File: src/rtl/muldiv_ctrl_pkg.sv
// Shared op codes, FSM state encoding and op-decode helpers for the mul/div sequencer.
package muldiv_ctrl_pkg;

  typedef enum logic [1:0] {
    MD_MULT  = 2'd0,
    MD_MULTU = 2'd1,
    MD_DIV   = 2'd2,
    MD_DIVU  = 2'd3
  } md_op_e;

  typedef enum logic [1:0] {
    MD_IDLE = 2'd0,
    MD_PREP = 2'd1,
    MD_RUN  = 2'd2,
    MD_FIX  = 2'd3
  } md_state_e;

  function automatic logic op_is_signed(md_op_e op);
    return ~op[0];
  endfunction

  function automatic logic op_is_div(md_op_e op);
    return op[1];
  endfunction

endpackage

File: src/rtl/muldiv_ctrl_if.sv
// Decode/execute <-> mul/div sequencer request and HI/LO result bundle.
interface muldiv_ctrl_if #(
  parameter int unsigned DWIDTH = 32
);
  logic              md_i_ce;
  logic [1:0]        md_i_op;
  logic [DWIDTH-1:0] md_i_data_rs;
  logic [DWIDTH-1:0] md_i_data_rt;
  logic              md_i_wr_hi;
  logic              md_i_wr_lo;
  logic              md_i_flush;
  logic [DWIDTH-1:0] md_o_hi;
  logic [DWIDTH-1:0] md_o_lo;
  logic              md_o_busy;
  logic              md_o_done;

  modport master (
    output md_i_ce, md_i_op, md_i_data_rs, md_i_data_rt, md_i_wr_hi, md_i_wr_lo, md_i_flush,
    input  md_o_hi, md_o_lo, md_o_busy, md_o_done
  );

  modport slave (
    input  md_i_ce, md_i_op, md_i_data_rs, md_i_data_rt, md_i_wr_hi, md_i_wr_lo, md_i_flush,
    output md_o_hi, md_o_lo, md_o_busy, md_o_done
  );
endinterface

File: src/rtl/muldiv_step.sv
// One combinational iteration: shift-add multiply or restoring-divide step, chosen by mode_div.
module muldiv_step #(
  parameter int unsigned DWIDTH = 32
) (
  input  logic                  mode_div,
  input  logic [2*DWIDTH-1:0]   mcand,
  input  logic [DWIDTH-1:0]     opb,
  input  logic [2*DWIDTH-1:0]   acc,
  output logic [2*DWIDTH-1:0]   mcand_nxt,
  output logic [DWIDTH-1:0]     opb_nxt,
  output logic [2*DWIDTH-1:0]   acc_nxt
);
  localparam int unsigned N = DWIDTH;

  logic [N:0] trial;

  always_comb begin
    // Remainder after the shift can need N+1 bits; the trial's top bit is the borrow.
    trial     = acc[2*N-1:N-1] - {1'b0, opb};
    mcand_nxt = mcand;
    opb_nxt   = opb;
    acc_nxt   = acc;
    if (mode_div) begin
      if (!trial[N]) begin
        acc_nxt = {trial[N-1:0], acc[N-2:0], 1'b1};
      end else begin
        acc_nxt = {acc[2*N-2:0], 1'b0};
      end
    end else begin
      acc_nxt   = opb[0] ? acc + mcand : acc;
      mcand_nxt = mcand << 1;
      opb_nxt   = opb >> 1;
    end
  end

endmodule

File: src/rtl/muldiv_ctrl.sv
// Iterative multiply/divide sequencer holding HI/LO; stalls the pipeline while busy.
// Define MULDIV_EARLY_OUT_EN to let a multiply finish once the remaining multiplier is zero.
module muldiv_ctrl
  import muldiv_ctrl_pkg::*;
#(
  parameter int unsigned DWIDTH    = 32,
  parameter int unsigned CNT_WIDTH = 6
) (
  input  logic          es_clk,
  input  logic          es_rst,
  muldiv_ctrl_if.slave  md
);
  localparam int unsigned N = DWIDTH;
  localparam logic [CNT_WIDTH-1:0] CntLast = CNT_WIDTH'(DWIDTH - 1);

  md_state_e          state_q;
  md_op_e             op_q;
  logic [2*N-1:0]     a_q;
  logic [N-1:0]       b_q;
  logic [2*N-1:0]     acc_q;
  logic [CNT_WIDTH-1:0] cnt_q;
  logic               neg_q;
  logic               rneg_q;
  logic               dz_q;
  logic [N-1:0]       hi_q;
  logic [N-1:0]       lo_q;
  logic               busy_q;
  logic               done_q;

  logic               is_div;
  logic               sign_rs;
  logic               sign_rt;
  logic [N-1:0]       rs_abs;
  logic [N-1:0]       rt_abs;
  logic [2*N-1:0]     prod_fix;
  logic [N-1:0]       quot_fix;
  logic [N-1:0]       rem_fix;
  logic [2*N-1:0]     step_a;
  logic [N-1:0]       step_b;
  logic [2*N-1:0]     step_acc;
  logic               early_out;

  always_comb begin
    is_div   = op_is_div(op_q);
    sign_rs  = op_is_signed(op_q) & a_q[N-1];
    sign_rt  = op_is_signed(op_q) & b_q[N-1];
    rs_abs   = sign_rs ? -a_q[N-1:0] : a_q[N-1:0];
    rt_abs   = sign_rt ? -b_q : b_q;
    prod_fix = neg_q ? -acc_q : acc_q;
    quot_fix = neg_q ? -acc_q[N-1:0] : acc_q[N-1:0];
    rem_fix  = rneg_q ? -acc_q[2*N-1:N] : acc_q[2*N-1:N];
  end

  muldiv_step #(
    .DWIDTH(N)
  ) u_step (
    .mode_div (is_div),
    .mcand    (a_q),
    .opb      (b_q),
    .acc      (acc_q),
    .mcand_nxt(step_a),
    .opb_nxt  (step_b),
    .acc_nxt  (step_acc)
  );

`ifdef MULDIV_EARLY_OUT_EN
  // The product never shifts, so once the multiplier is exhausted it is final.
  assign early_out = !is_div && (step_b == '0);
`else
  assign early_out = 1'b0;
`endif

  always_ff @(posedge es_clk or negedge es_rst) begin
    if (!es_rst) begin
      state_q <= MD_IDLE;
      op_q    <= MD_MULT;
      a_q     <= '0;
      b_q     <= '0;
      acc_q   <= '0;
      cnt_q   <= '0;
      neg_q   <= 1'b0;
      rneg_q  <= 1'b0;
      dz_q    <= 1'b0;
      hi_q    <= '0;
      lo_q    <= '0;
      busy_q  <= 1'b0;
      done_q  <= 1'b0;
    end else begin
      done_q <= 1'b0;
      if (md.md_i_flush && (state_q != MD_IDLE)) begin
        state_q <= MD_IDLE;
        busy_q  <= 1'b0;
      end else begin
        unique case (state_q)
          MD_IDLE: begin
            if (md.md_i_wr_hi) hi_q <= md.md_i_data_rs;
            if (md.md_i_wr_lo) lo_q <= md.md_i_data_rs;
            if (md.md_i_ce && !md.md_i_flush) begin
              op_q    <= md_op_e'(md.md_i_op);
              a_q     <= {{N{1'b0}}, md.md_i_data_rs};
              b_q     <= md.md_i_data_rt;
              busy_q  <= 1'b1;
              state_q <= MD_PREP;
            end
          end
          MD_PREP: begin
            cnt_q  <= '0;
            neg_q  <= sign_rs ^ sign_rt;
            rneg_q <= sign_rs;
            if (is_div && (b_q == '0)) begin
              // Raw rs stays in a_q so HI can report it untouched.
              dz_q    <= 1'b1;
              state_q <= MD_FIX;
            end else begin
              dz_q    <= 1'b0;
              a_q     <= {{N{1'b0}}, rs_abs};
              b_q     <= rt_abs;
              acc_q   <= is_div ? {{N{1'b0}}, rs_abs} : '0;
              state_q <= MD_RUN;
            end
          end
          MD_RUN: begin
            a_q   <= step_a;
            b_q   <= step_b;
            acc_q <= step_acc;
            cnt_q <= cnt_q + 1'b1;
            if ((cnt_q == CntLast) || early_out) state_q <= MD_FIX;
          end
          MD_FIX: begin
            if (dz_q) begin
              hi_q <= a_q[N-1:0];
              lo_q <= '1;
            end else if (is_div) begin
              hi_q <= rem_fix;
              lo_q <= quot_fix;
            end else begin
              hi_q <= prod_fix[2*N-1:N];
              lo_q <= prod_fix[N-1:0];
            end
            busy_q  <= 1'b0;
            done_q  <= 1'b1;
            state_q <= MD_IDLE;
          end
          default: state_q <= MD_IDLE;
        endcase
      end
    end
  end

  assign md.md_o_hi   = hi_q;
  assign md.md_o_lo   = lo_q;
  assign md.md_o_busy = busy_q;
  assign md.md_o_done = done_q;

endmodule

File: src/flat_wrapper.sv
// flat-port wrapper written by rule: the top's interface ports become plain ports
module muldiv_ctrl_flat import muldiv_ctrl_pkg::*;
#(
  parameter int unsigned DWIDTH    = 32,
  parameter int unsigned CNT_WIDTH = 6
)
  (es_clk, es_rst, md_md_i_ce, md_md_i_op, md_md_i_data_rs, md_md_i_data_rt, md_md_i_wr_hi, md_md_i_wr_lo, md_md_i_flush, md_md_o_hi, md_md_o_lo, md_md_o_busy, md_md_o_done);
  muldiv_ctrl_if #(.DWIDTH(DWIDTH)) md_i ();
  input  logic es_clk;
  input  logic es_rst;
  input wire logic [$bits(md_i.md_i_ce)-1:0] md_md_i_ce;
  input wire logic [$bits(md_i.md_i_op)-1:0] md_md_i_op;
  input wire logic [$bits(md_i.md_i_data_rs)-1:0] md_md_i_data_rs;
  input wire logic [$bits(md_i.md_i_data_rt)-1:0] md_md_i_data_rt;
  input wire logic [$bits(md_i.md_i_wr_hi)-1:0] md_md_i_wr_hi;
  input wire logic [$bits(md_i.md_i_wr_lo)-1:0] md_md_i_wr_lo;
  input wire logic [$bits(md_i.md_i_flush)-1:0] md_md_i_flush;
  output wire logic [$bits(md_i.md_o_hi)-1:0] md_md_o_hi;
  output wire logic [$bits(md_i.md_o_lo)-1:0] md_md_o_lo;
  output wire logic [$bits(md_i.md_o_busy)-1:0] md_md_o_busy;
  output wire logic [$bits(md_i.md_o_done)-1:0] md_md_o_done;
  assign md_i.md_i_ce = md_md_i_ce;
  assign md_i.md_i_op = md_md_i_op;
  assign md_i.md_i_data_rs = md_md_i_data_rs;
  assign md_i.md_i_data_rt = md_md_i_data_rt;
  assign md_i.md_i_wr_hi = md_md_i_wr_hi;
  assign md_i.md_i_wr_lo = md_md_i_wr_lo;
  assign md_i.md_i_flush = md_md_i_flush;
  assign md_md_o_hi = md_i.md_o_hi;
  assign md_md_o_lo = md_i.md_o_lo;
  assign md_md_o_busy = md_i.md_o_busy;
  assign md_md_o_done = md_i.md_o_done;
  muldiv_ctrl #(.DWIDTH(DWIDTH), .CNT_WIDTH(CNT_WIDTH)) u_core (.es_clk(es_clk), .es_rst(es_rst), .md(md_i));
endmodule
File: config.mk
export PLATFORM = sky130hd
export DESIGN_NAME = muldiv_ctrl_flat
export DESIGN_NICKNAME = d
export VERILOG_FILES = /design/src/rtl/muldiv_ctrl_pkg.sv /design/src/rtl/muldiv_ctrl_if.sv /design/src/rtl/muldiv_step.sv /design/src/rtl/muldiv_ctrl.sv /design/src/flat_wrapper.sv
export SDC_FILE = /design/constraint.sdc
export NUM_CORES = 1
export LEC_CHECK = 0
export CAP_MARGIN = 20
export CORE_MARGIN = 2
export CORE_UTILIZATION = 52
export DETAILED_ROUTE_END_ITERATION = 8
export DONT_BUFFER_PORTS = 1
export GPL_ROUTABILITY_DRIVEN = 0
export PLACE_DENSITY_LB_ADDON = 0.08
export SLEW_MARGIN = 15
export SYNTH_ARGS = -nofsm -noshare
export SYNTH_HDL_FRONTEND = slang
export SYNTH_SLANG_ARGS = --single-unit
File: constraint.sdc
create_clock -name es_clk -period 4.2 [get_ports es_clk]
set_clock_uncertainty 0.05 [all_clocks]
set_input_delay 1.26 -clock es_clk [delete_from_list [all_inputs] [get_ports es_clk]]
set_output_delay 1.26 -clock es_clk [all_outputs]
set_load 0.02 [all_outputs]
# [Word-level counts from Yosys, hierarchy flattened]
# Index checks and enable logic that the tools add are counted.
[word_totals] ff_bits=239 input_bits=72 out_inout_bits=66 wordCells=99
[op_classes] n_addsub=8 n_eq_ne=13 muxes=39 bitwise=5 n_reduce_logical=21
[ops] cell="2-to-1 mux 64 bit" count=8
[ops] cell="2-to-1 mux 32 bit" count=14
[ops] cell="one-hot mux 64 bit (3 select lines)" count=1
[ops] cell="negation 32 bit" count=4
[ops] cell="one-hot mux 32 bit (2 select lines)" count=2
[ops] cell="one-hot mux 64 bit (2 select lines)" count=1
[ops] cell="one-hot mux 32 bit (3 select lines)" count=1
[ops] cell="adder 64 bit" count=1
[ops] cell="negation 64 bit" count=1
[ops] cell="subtractor 33 x 32 -> 33 bit" count=1
[ops] cell="zero test 32 bit" count=1
[ops] cell="one-hot mux 6 bit (2 select lines)" count=1
[ops] cell="!= test 3 x 1 -> 1 bit, second input constant" count=3
[ops] cell="AND reduction 3 bit" count=3
[ops] cell="!= test 2 bit, second input constant" count=4
[ops] cell="one-hot mux 2 bit (4 select lines)" count=1
[ops] cell="AND reduction 2 bit" count=4
[ops] cell="adder 6 x 1 -> 6 bit, second input constant" count=1
[ops] cell="equality test 6 x 5 -> 1 bit, second input constant" count=1
[ops] cell="2-to-1 mux 1 bit" count=6
[ops] cell="2-to-1 mux 2 bit" count=3
[ops] cell="AND reduction 6 bit" count=1
[ops] cell="nonzero test 2 bit" count=3
[ops] cell="nonzero test 3 bit" count=2
[ops] cell="12 further kinds" count=18

# [Logic depth before layout (Yosys ltp)]
# Gate-level depths: netlist (run 1).
[logic_depth] depth_word=6 ltp_mapped=17

# [Cells and area by module]
# A second synthesis (run 1) with hierarchy kept.
[unflattened] cells_unflattened=3069 area_unflattened_um2=23446.2
[modules_own_cells] module="muldiv_ctrl" n_inst=1 cells_per_inst=1837 area_per_inst_um2=15145.8
[modules_own_cells] module="muldiv_step" n_inst=1 cells_per_inst=1232 area_per_inst_um2=8300.5

# [Worst setup path after synthesis (run 1)]
# No wires, ideal clock.
[synth_path] kind="register to register" startpoint="register u_core.acc_q[31]" endpoint="register u_core.acc_q[48]" t_arrival_ps=3421 required_time_ps=4017 slack_ps=596 path_stages_with_launch=18 n_path_buf=3 period_less_slack_ps=3604 cell_sequence="dfrtp_1 > clkbuf_1 > inv_1 > ha_1 > fa_1 > nand2b_1 > a21oi_1 > o21ai_0 > a31oi_1 > o31ai_1 > a211o_1 > nor2_1 > buf_2 > buf_4 > mux2i_1 > nor2_1 > a21oi_1 > o31ai_1"
[synth_via] elab_chain_len=4 elab_cells_between_ends=6
[synth_rtl] element="start, declared" line_no="muldiv_ctrl.sv:20" rtl="logic [2*N-1:0] acc_q;"
[synth_rtl] element="start signal, assigned" line_no="muldiv_ctrl.sv:118" rtl="acc_q <= is_div ? {{N{1'b0}}, rs_abs} : '0;"
[synth_rtl] element="start signal, assigned" line_no="muldiv_ctrl.sv:125" rtl="acc_q <= step_acc;"
[synth_rtl] element="adder 64 bit or subtractor 33 x 32 -> 33 bit (tied branches)" line_no="muldiv_step.sv:30, muldiv_step.sv:19"
[synth_rtl] element="2-to-1 mux 64 bit, on equally long branches" line_no="muldiv_step.sv:30, muldiv_step.sv:24"
[synth_rtl] element="2-to-1 mux 64 bit *" line_no="muldiv_step.sv:23" rtl="if (mode_div) begin"
[synth_rtl] element="one-hot mux 64 bit (2 select lines) *" line_no="muldiv_ctrl.sv:94" rtl="unique case (state_q)"
# Mark *: on every way between the ends. The rest lies on a longest branch, timed or not. The select of a mux whose other input is x is not followed.
# A chain may end at the register's enable or synchronous reset.

# [Worst setup path after layout (run 1)]
[layout_path] startpoint="register u_core.acc_q[0]" endpoint="register u_core.acc_q[54]"
[layout_via] elab_chain_len=4
[layout_rtl] element="adder 64 bit" line_no="muldiv_step.sv:30" rtl="acc_nxt = opb[0] ? acc + mcand : acc;"
[layout_rtl] element="2-to-1 mux 64 bit" line_no="muldiv_step.sv:30"
[layout_rtl] element="2-to-1 mux 64 bit" line_no="muldiv_step.sv:23"
[layout_rtl] element="one-hot mux 64 bit (2 select lines)" line_no="muldiv_ctrl.sv:94"
# No other way between the ends. The select of a mux whose other input is x is not followed.

==> flow_metrics.py, run 1 <==
metrics = {
    "worst_hold_path": {
        "worst_hold_path_type": "input port to async pin",
    },
    "cts": {
        "clkSinkCount": 239,
        "h-tree-depth": 1,
        "cts.path.max_buffers": 3,
        "post-cts-setup-buffer-count": 0,
        "cts-root-buf": "sky130_fd_sc_hd__clkbuf_16",
        "total_cts_buffers": 28,
        "worst_skew_pair.late_latency_ps": 580,
        "path_clk_slew_ps": 70,
        "cts_hold_buf": 0,
        "ctsResizeCount": 0,
        "cts_tree": "done",
    },
    "timing": {
        "hold_violations": 0,
        "transition_time_of_the_tightest_slew_check_pin_ps": 947,
        "fin_crit_ps": 3980,
        "final-setup-viol-count": 0,
        "fin_setup_tns_ps": 0,
        "worst_hold_slack_ps": 329,
        "timing.max_slew.rel_slack": 0.369,
        "max_clock_freq_mhz": 251,
        "finalCritPeriodShare": 0.947,
        "grt_setup_unrepaired": "false",
        "slew_viol_final": 0,
    },
    "worst_setup_path": {
        "critPathLaunchType": "flop",
        "critPathRequiredTime_ps": 4590,
        "timing.rr.start": "u_core.acc_q[0]$_DFFE_PN0P_",
        "critical_path_class": "flop to flop",
        "worst_path_top_cell_family_by_delay": "compound AO/OA/AOI/OAI gates",
        "setup.worst_path.start": "u_core.acc_q[0]$_DFFE_PN0P_",
        "critPathBufInv": 0,
        "worst-path-max-fanout": 6,
        "worstSetupPathDepth": 13,
        "type_of_element_capturing_the_critical_path": "flop",
        "r2r_setup_slack_ps": 220,
        "capture_point_of_the_critical_path": "u_core.acc_q[54]$_DFFE_PN0P_",
        "worstPathCellList": "ha_1 > fa_1 > a21oi_1 > o211ai_1 > and4b_1 > o2111ai_1 > o211a_1 > o311a_1 > o21ai_1 > a21boi_0 > o21ai_0 > xnor2_1 > a31oi_1",
        "crit_path_top_delay_cell": "sky130_fd_sc_hd__dfrtp_1",
        "crit_path_max_incr_delay_ps": 440,
        "worst-endpoint-arrival_ps": 4370,
        "worst_r2r_path_depth": 13,
        "rr_endpoint": "u_core.acc_q[54]$_DFFE_PN0P_",
    },
    "power_and_ir_drop": {
        "power-per-cell-area_nw_per_um2": 852,
        "internal_power_mw": 8.81,
        "sequentialPowerShare": 0.249,
        "power.static_leakage_nw": 9.37,
        "sw_frac_of_total": 0.531,
        "peakVddDrop_mv": 0.420,
        "total_power_mw": 18.8,
        "comb_power_share": 0.610,
        "power.net_switching_mw": 9.97,
        "p_clk_frac": 0.141,
    },
    "yosys": {
        "synth_top_cell_by_area": "sky130_fd_sc_hd__dfrtp_1",
        "net_count_after_synthesis": 2838,
        "syn_area_um2": 20400,
        "synth_area_per_cell_um2": 7.66,
        "postSynth.asyncResetShare": 1.00,
        "synth_warnings": 0,
        "netlist_top_cells_area": "sky130_fd_sc_hd__dfrtp_1, sky130_fd_sc_hd__o21ai_0, sky130_fd_sc_hd__nand2_1",
        "synth_seq_cells": 239,
        "sequential_cell_area_fraction_in_the_yosys_report": 0.294,
        "synth-edff-count": 0,
        "synthesis.instances": 2659,
        "netlist.area_leader.share": 0.294,
        "yosysUniqueCellTypes": 79,
        "synth-main-ff-cell": "sky130_fd_sc_hd__dfrtp_1",
    },
    "job": {
        "max-cap-violations": 0,
    },
    "routing": {
        "drc_marker_count_from_the_first_detailed_route_iteration": 2200,
        "wl_um": 75200,
        "routed-via-count": 20610,
        "wire_per_inst_um": 24.0,
        "drt_pre_antenna_iters": 8,
        "detail_route.drc_violations": 0,
        "antenna_left": 0,
        "routed_via_density": 6.58,
    },
    "grt": {
        "grt_pass1_wl_um": 116000,
        "globalRouteTotalUtil": 0.363,
        "via_count_of_the_first_global_routing_pass": 19624,
        "grt.overflow.total": 0,
        "maximum_number_of_pins_on_one_net_before_global_route_repair": 240,
        "grt_antenna_before_repair": 2,
    },
    "finish": {
        "layout.cells.most_common": "sky130_fd_sc_hd__nand2_1",
        "area_growth_pct": 8.30,
        "nets": 2772,
        "drive_gt1_frac": 0.0700,
        "layoutNonFillerInstCount": 3132,
        "layout.cells.most_common_list": "sky130_fd_sc_hd__nand2_1, sky130_fd_sc_hd__o21ai_0, sky130_fd_sc_hd__dfrtp_1",
        "antenna-diode-count": 0,
    },
    "placed_design": {
        "placedCellCount": 3081,
        "number_of_port_buffers": 0,
        "dpl.hpwl_um": 56500,
    },
    "die": {
        "starting_density": 0.527,
        "ioPinCount": 138,
        "design.core.area_um2": 38600,
        "overall_die_area_um2": 40800,
        "die_x_um": 202,
        "row_count": 72,
        "die_h_um": 202,
    },
    "status": {
        "status": "finished, final reports clean",
    },
}
## state kept, by name, indices dropped and copies added, names as in the netlist
register,count
u_core.state_q,2
u_core.neg_q,1
u_core.op_q,2
u_core.acc_q,64
u_core.cnt_q,6
u_core.dz_q,1
u_core.rneg_q,1
u_core.a_q,64
u_core.md.md_o_done,1
u_core.md.md_o_busy,1
u_core.b_q,32
u_core.md.md_o_lo,32
u_core.md.md_o_hi,32
## cell type report
type / count / area (µm²)
fill: 3627 / 16600
multi-input combinational: 2158 / 13400
sequential: 239 / 5980
clock buffer: 39 / 813
timing repair buffer: 91 / 708
tap: 518 / 648
inverter: 75 / 282
clock inverter: 12 / 169
## worst reg2reg max path: stages (launching register included)
cell and delay (ps):
sky130_fd_sc_hd__dfrtp_1 440, sky130_fd_sc_hd__ha_1 240, sky130_fd_sc_hd__fa_1 230, sky130_fd_sc_hd__a21oi_1 120, sky130_fd_sc_hd__o211ai_1 440, sky130_fd_sc_hd__and4b_1 340
sky130_fd_sc_hd__o2111ai_1 120, sky130_fd_sc_hd__o211a_1 230, sky130_fd_sc_hd__o311a_1 420, sky130_fd_sc_hd__o21ai_1 390, sky130_fd_sc_hd__a21boi_0 270, sky130_fd_sc_hd__o21ai_0 280
sky130_fd_sc_hd__xnor2_1 150, sky130_fd_sc_hd__a31oi_1 90
## synth_stat cells, drive strengths merged, types with 49 or more instances
| cell type | n |
|---|---|
| xor2 | 57 |
| a21oi | 164 |
| nand3 | 49 |
| dfrtp | 239 |
| clkbuf | 161 |
| o31ai | 65 |
| nand2 | 401 |
| nor2 | 195 |
| inv | 73 |
| a21o | 56 |
| ha | 105 |
| xnor2 | 136 |
| o21ai | 336 |
| a221oi | 49 |
## metal layers
layer  global-route usage  part of all wire  up-vias  routed length, µm
li1                     -                 -     9529                  -
met1                0.429              0.37     9759              27800
met2                0.602              0.47      992              35500
met3               0.0587             0.076      328               5730
met4                0.258             0.082        2               6190
met5                    0           0.00015        -                 11
## through the flow
| step | util | setup slack (ps) | area [µm²] |
|---|---|---|---|
| floorplan | - | 596 | 20400 |
| global placement | 0.545 | 273 | 21100 |
| detailed placement | 0.545 | 174 | 21100 |
| CTS | 0.570 | 119 | 22000 |
| global route | 0.571 | 36.8 | 22100 |
| finish | 0.571 | 222 | 22100 |
## power groups by stage
stage          registers (mW)  clock network (mW)  logic, mW
4_1_cts                  4.63                2.69       11.2
3_5_place_dp             4.66                   0       11.2
3_3_place_gp             4.64                   0       11.0
2_1_floorplan            4.17                   0       8.13
6_report                 4.67                2.65       11.5
5_1_grt                  4.74                2.77       12.5
## worst min path at each step
| stage | start | endpoint | depth (start not counted) |
|---|---|---|---|
| after floorplan | u_core.cnt_q[1]$_DFFE_PN0P_ | u_core.cnt_q[1]$_DFFE_PN0P_ | 2 |
| final | es_rst | u_core.acc_q[13]$_DFFE_PN0P_ | 0 |
| after global placement | u_core.cnt_q[1]$_DFFE_PN0P_ | u_core.cnt_q[1]$_DFFE_PN0P_ | 2 |
| after global routing | es_rst | u_core.acc_q[13]$_DFFE_PN0P_ | 0 |
| after detailed placement | u_core.cnt_q[1]$_DFFE_PN0P_ | u_core.cnt_q[1]$_DFFE_PN0P_ | 2 |
| after CTS | es_rst | u_core.acc_q[11]$_DFFE_PN0P_ | 0 |
## cells by family (layout without fill, tap and decap cells)
logic type / Yosys count / count (layout) / synth area share
adders and majority gates: 107 / 107 / 0.0665
buffers and inverters: 262 / 217 / 0.0489
AOI/OAI and AO/OA: 929 / 929 / 0.287
xor gates and xnor gates: 193 / 193 / 0.0830
and+or+nand+nor: 880 / 880 / 0.196
DFF: 239 / 239 / 0.294
muxes: 49 / 49 / 0.0248
Note: power is estimated with default switching activity, not from simulation.
==> run 2, diff against run 1 <==
--- a/config.mk
+++ b/config.mk
@@ -6,7 +6,7 @@
 export NUM_CORES = 1
 export LEC_CHECK = 0
 export CAP_MARGIN = 20
-export CORE_MARGIN = 2
+export CORE_ASPECT_RATIO = 1.4
 export CORE_UTILIZATION = 52
 export DETAILED_ROUTE_END_ITERATION = 8
 export DONT_BUFFER_PORTS = 1
==> run 2 against run 1 <==
  * The flow now finishes with violations (DRC)
  * Combinational power is 3% higher
  * Largest cell class unchanged
  * Die area decreased by 1.9%
  * Sequential power about the same
  * Sequential cell count unchanged
  * Routed wire length grew 6.0%
  * Global-route usage increased by 3.6 points
  * Critical path type unchanged
  * Register-to-register slack barely moved
  * Count of clock-buffer cells in the layout decreased by 4
==> flow_metrics.py, run 2 (synthesis results as in run 1) <==
metrics = {
    "worst_setup_path": {
        "worst-path-max-fanout": 8,
        "worst-endpoint-arrival_ps": 4380,
        "critPathLaunchType": "flop",
        "type_of_element_capturing_the_critical_path": "flop",
        "critical_path_class": "flop to flop",
        "rr_endpoint": "u_core.acc_q[58]$_DFFE_PN0P_",
        "timing.rr.start": "u_core.a_q[0]$_DFFE_PN0P_",
        "critPathRequiredTime_ps": 4600,
        "r2r_setup_slack_ps": 230,
        "worst_r2r_path_depth": 13,
    },
    "die": {
        "starting_density": 0.529,
        "row_count": 85,
        "overall_die_area_um2": 40000,
        "die_x_um": 169,
        "ioPinCount": 138,
        "die_h_um": 236,
        "design.core.area_um2": 38500,
    },
    "cts": {
        "h-tree-depth": 1,
        "cts_hold_buf": 0,
        "cts.path.max_buffers": 3,
        "clkSinkCount": 239,
        "worst_skew_pair.late_latency_ps": 570,
        "path_clk_slew_ps": 70,
        "total_cts_buffers": 27,
        "cts_tree": "done",
        "cts-root-buf": "sky130_fd_sc_hd__clkbuf_16",
    },
    "timing": {
        "fin_setup_tns_ps": 0,
        "max_clock_freq_mhz": 252,
        "slew_viol_final": 0,
        "timing.max_slew.rel_slack": 0.214,
        "grt_setup_unrepaired": "false",
        "transition_time_of_the_tightest_slew_check_pin_ps": 1170,
        "final-setup-viol-count": 0,
        "hold_violations": 0,
        "worst_hold_slack_ps": 341,
        "finalCritPeriodShare": 0.946,
        "fin_crit_ps": 3970,
    },
    "routing": {
        "routed-via-count": 20955,
        "detail_route.drc_violations": 16,
        "wire_per_inst_um": 25.3,
        "antenna_left": 0,
        "routed_via_density": 6.66,
        "drc_marker_count_from_the_first_detailed_route_iteration": 2170,
        "wl_um": 79700,
        "drt_pre_antenna_iters": 9,
    },
    "worst_hold_path": {
        "worst_hold_path_type": "input port to async pin",
    },
    "grt": {
        "grt.overflow.total": 0,
        "grt_antenna_before_repair": 6,
        "via_count_of_the_first_global_routing_pass": 20282,
        "maximum_number_of_pins_on_one_net_before_global_route_repair": 240,
        "globalRouteTotalUtil": 0.399,
        "grt_pass1_wl_um": 121000,
    },
    "power_and_ir_drop": {
        "total_power_mw": 19.1,
        "power.static_leakage_nw": 9.41,
        "power-per-cell-area_nw_per_um2": 866,
        "peakVddDrop_mv": 0.370,
    },
    "job": {
        "max-cap-violations": 0,
    },
    "status": {
        "status": "complete, but fails checks",
        "failing_checks": "DRC",
    },
    "placed_design": {
        "placedCellCount": 3091,
        "dpl.hpwl_um": 59000,
        "number_of_port_buffers": 0,
    },
    "finish": {
        "largest_registers": "u_core.a_q (64), u_core.acc_q (64)",
        "area_growth_pct": 8.53,
        "utilization": 0.574,
        "layout.cells.most_common": "sky130_fd_sc_hd__nand2_1",
        "layout.cells.most_common_list": "sky130_fd_sc_hd__nand2_1, sky130_fd_sc_hd__o21ai_0, sky130_fd_sc_hd__dfrtp_1",
        "drive_gt1_frac": 0.0740,
        "layoutNonFillerInstCount": 3146,
        "nets": 2779,
    },
}
-- run 2: changes by cell type in the layout (fill, tap and decap cells not counted), moves of 2 or more --
| cell | previous run | this run |
|---|---|---|
| sky130_fd_sc_hd__buf_4 | 89 | 97 |
| sky130_fd_sc_hd__o21ai_1 | 4 | 2 |
| sky130_fd_sc_hd__clkinv_2 | 5 | 8 |
| sky130_fd_sc_hd__diode_2 | 0 | 3 |
| sky130_fd_sc_hd__clkbuf_16 | 29 | 27 |
| sky130_fd_sc_hd__clkbuf_1 | 5 | 3 |
-- run 2: per-stage QoR --
stage / setup slack (ps) / instance area, µm²
final: 228 / 22100
after global routing: 2.38 / 22100
after CTS: 261 / 22100
after detailed placement: 268 / 21100
after global placement: 385 / 21100
after floorplan: 596 / 20400
-- run 2: worst max-delay path by stage --
stage                                       from                           end  slack (ps)
finish                 u_core.a_q[0]$_DFFE_PN0P_  u_core.acc_q[58]$_DFFE_PN0P_         230
global route        u_core.acc_q[36]$_DFFE_PN0P_  u_core.acc_q[37]$_DFFE_PN0P_           2
global placement       u_core.a_q[0]$_DFFE_PN0P_  u_core.acc_q[54]$_DFFE_PN0P_         390
floorplan           u_core.acc_q[31]$_DFFE_PN0P_  u_core.acc_q[48]$_DFFE_PN0P_         600
CTS                    u_core.a_q[0]$_DFFE_PN0P_  u_core.acc_q[54]$_DFFE_PN0P_         260
detailed placement     u_core.a_q[0]$_DFFE_PN0P_  u_core.acc_q[54]$_DFFE_PN0P_         270
-- run 2: final cells by class --
cell class | instances | area (µm²)
Fill cell | 3642 | 16400
Tap cell | 522 | 653
Multi-Input combinational cell | 2158 | 13400
Inverter | 75 | 282
Clock buffer | 35 | 756
Antenna cell | 3 | 7.51
Clock inverter | 15 | 206
Timing Repair Buffer | 99 | 768
Sequential cell | 239 | 5980
-- run 2: metal layers --
layer  track usage  vias to the layer above  part of all wire
met1         0.414                     9803              0.33
met2         0.673                     1158              0.48
li1              -                     9558                 -
met5             0                        -           0.00050
met3        0.0874                      430             0.080
met4         0.352                        6              0.11
-- run 2: power by group --
group | leakage, nW | switching [mW] | internal (mW)
clock network | 0.479 | 1.05 | 1.57
logic | 5.83 | 7.68 | 4.17
registers | 3.10 | 1.57 | 3.10
-- run 2: worst max-delay path, stage by stage, from the launching register on --
cell and delay, ps:
sky130_fd_sc_hd__dfrtp_1 460, sky130_fd_sc_hd__ha_1 260, sky130_fd_sc_hd__fa_1 240, sky130_fd_sc_hd__a21oi_1 100, sky130_fd_sc_hd__o211ai_1 570, sky130_fd_sc_hd__and4b_1 370, sky130_fd_sc_hd__o2111ai_1 140, sky130_fd_sc_hd__o211a_1 220
sky130_fd_sc_hd__o311a_1 420, sky130_fd_sc_hd__o21ai_2 250, sky130_fd_sc_hd__nand3_1 110, sky130_fd_sc_hd__a21boi_0 250, sky130_fd_sc_hd__o21ai_0 130, sky130_fd_sc_hd__a32o_1 290
-- run 2: timing repair --
action / CTS / global route
gates resized for setup: 0 / 3
endpoints found under the setup margin: 0 / 5
buffers inserted: 0 / 2
==> edit, RTL diff (settings of run 2) <==
The option `MULDIV_EARLY_OUT_EN` is turned on by a define.
--- a/src/rtl/muldiv_ctrl.sv
+++ b/src/rtl/muldiv_ctrl.sv
@@ -2,2 +2,4 @@
 // Define MULDIV_EARLY_OUT_EN to let a multiply finish once the remaining multiplier is zero.
+`define MULDIV_EARLY_OUT_EN
+
 module muldiv_ctrl
Function: no difference found for any inputs over 4 cycles, from zero or initial values and one cycle with es_rst low; that may be too few to reach the edited logic, so the function may still have changed.
==> edit against run 2 <==
Setup slack worse by 0.030 ns. Wire length down 8.4%. Synthesized area about the same. Final area up 0.52%. Clock power down 6%. Fmax down 0.74%. Core utilization up 0.30 points. Sequential cell count unchanged. Global-route usage down 3.6 points. Total power up 6.0%. Sequential share of layout area down 0.13 points. Critical endpoint is now u_core.md.md_o_hi[21]. Highest routed layer is now met4.
==> edit: results (changes against run 2) <==
number of iterations in the first detailed-routing pass: 6 (-3)
top fanout value on the critical path: 6 (-2)
inverter count of the layout excluding clock inverters: 74 (-1.3%)
unique cell type count in the Yosys netlist: 84 (+6.3%)
half-perimeter wire length after detailed placement: 53,800 um (-8.8%)
data arrival at the endpoint of the critical path: 4.39 ns (about the same)
type of the worst setup path: flop to flop
Adder-Cell Fraction of Synth Area: 0.06648 (about the same)
endpoint of the lowest-slack register-to-register path: u_core.md.md_o_hi[21]
worst reg2reg setup slack: 0.20 ns (-0.03 ns)
clock-cell share of area: 0.03943 (-0.004110)
sequential cells: 239 (unchanged)
cell types occupying the most area after synthesis: sky130_fd_sc_hd__dfrtp_1, sky130_fd_sc_hd__o21ai_0, sky130_fd_sc_hd__nand2_1
fraction of layout cells with a size suffix above 1: 0.07885 (+0.004830)
Layout fillers: 3,695 (+1.5%)
synthesized netlist net count: 2,843 (+0.18%)
FF/Latch Area: 5986 um^2 (about the same)
worst slew margin relative to its limit: 0.4317 (+0.2176)
Post-Synth XOR/XNOR Area: 0.08000 (-0.003021)
vias in the first global route: 19,947 (-1.7%)
total power divided by cell area: 913.8 nW/um^2 (+5.5%)
delay of the slowest cell on the worst path: 0.52 ns (-0.05 ns)
Cells after Synth: 2,664 (+0.19%)
cell family with most CP delay: simple AND/OR/NAND/NOR gates
multi-input combinational area share: 0.6065 (-0.001823)
source of the worst register-to-register timing path: u_core.acc_q[8]
largest net degree at the start of global routing: 240 (unchanged)
post-synthesis mux area share: 0.04116 (+0.01640)
# placed instances: 3,115 (+0.78%)
per-cell via count in the routed design: 6.469 (-2.9%)
peak ir drop on the vdd network: 0.5622 mV (+52%)
sequential area share after synthesis: 0.2937 (about the same)
initial antenna violation count: 0 (-6)
number of clock buffers in the layout: 39 (+11%)
number of cells on the worst reg-to-reg path: 14 (+1)
Total Routing Usage GR: 0.3628 (-0.03595)
Lkg Pwr: 9.632 nW (+2.3%)
status: completed
iteration-0 DRC count of the detailed router: 2,091 (-3.6%)
count of plain and timing-repair buffers: 116 (+17%)
post-detailed-route wirelength per cell: 23.10 um (-8.8%)
area post-placement: 21,310 um^2 (+0.97%)
compound-cell area share of the yosys netlist: 0.2775 (-0.009743)
worst-path cell with the longest stage delay: sky130_fd_sc_hd__or4_1
tightest hold margin: 0.3449 ns (+0.003530 ns)
count of multi-input gates: 2,164 (+0.28%)
non-clock buffer contribution to total cell area: 0.04258 (+0.007820)
-- edit: cell types whose count changed after synthesis, sizes merged, moves of 11 or more --
cell            run 2  this run
or3                30        14
a22oi              34        16
a21oi             164       201
nor2              195       222
o21ai             336       320
a222oi             12         1
a2bb2oi             2        14
mux2i              38        68
xnor2             136       118
xor2               57        68
-- edit: report_power, final --
group	total (mW)	switching, mW	internal, mW
Combinational	13.1	8.13	4.94
Sequential	4.78	1.62	3.15
Clock	2.46	1.02	1.44
Total	20.3	10.8	9.53
-- edit: metrics by stage --
| stage | worst slack (ns) | setup TNS (ns) |
|---|---|---|
| after floorplan | 0.4185 | 0 |
| after global placement | 0.1154 | 0 |
| after detailed placement | 0.06182 | 0 |
| after CTS | 0.04644 | 0 |
| after global routing | -0.0003810 | -0.0003810 |
| final | 0.1986 | 0 |
-- edit: metal layers --
layer,up-vias,global-route usage,part of all wire
li1,9535,-,-
met1,9648,0.3992,0.36
met2,934,0.6269,0.49
met3,330,0.05621,0.067
met4,0,0.2700,0.083
met5,-,0,0
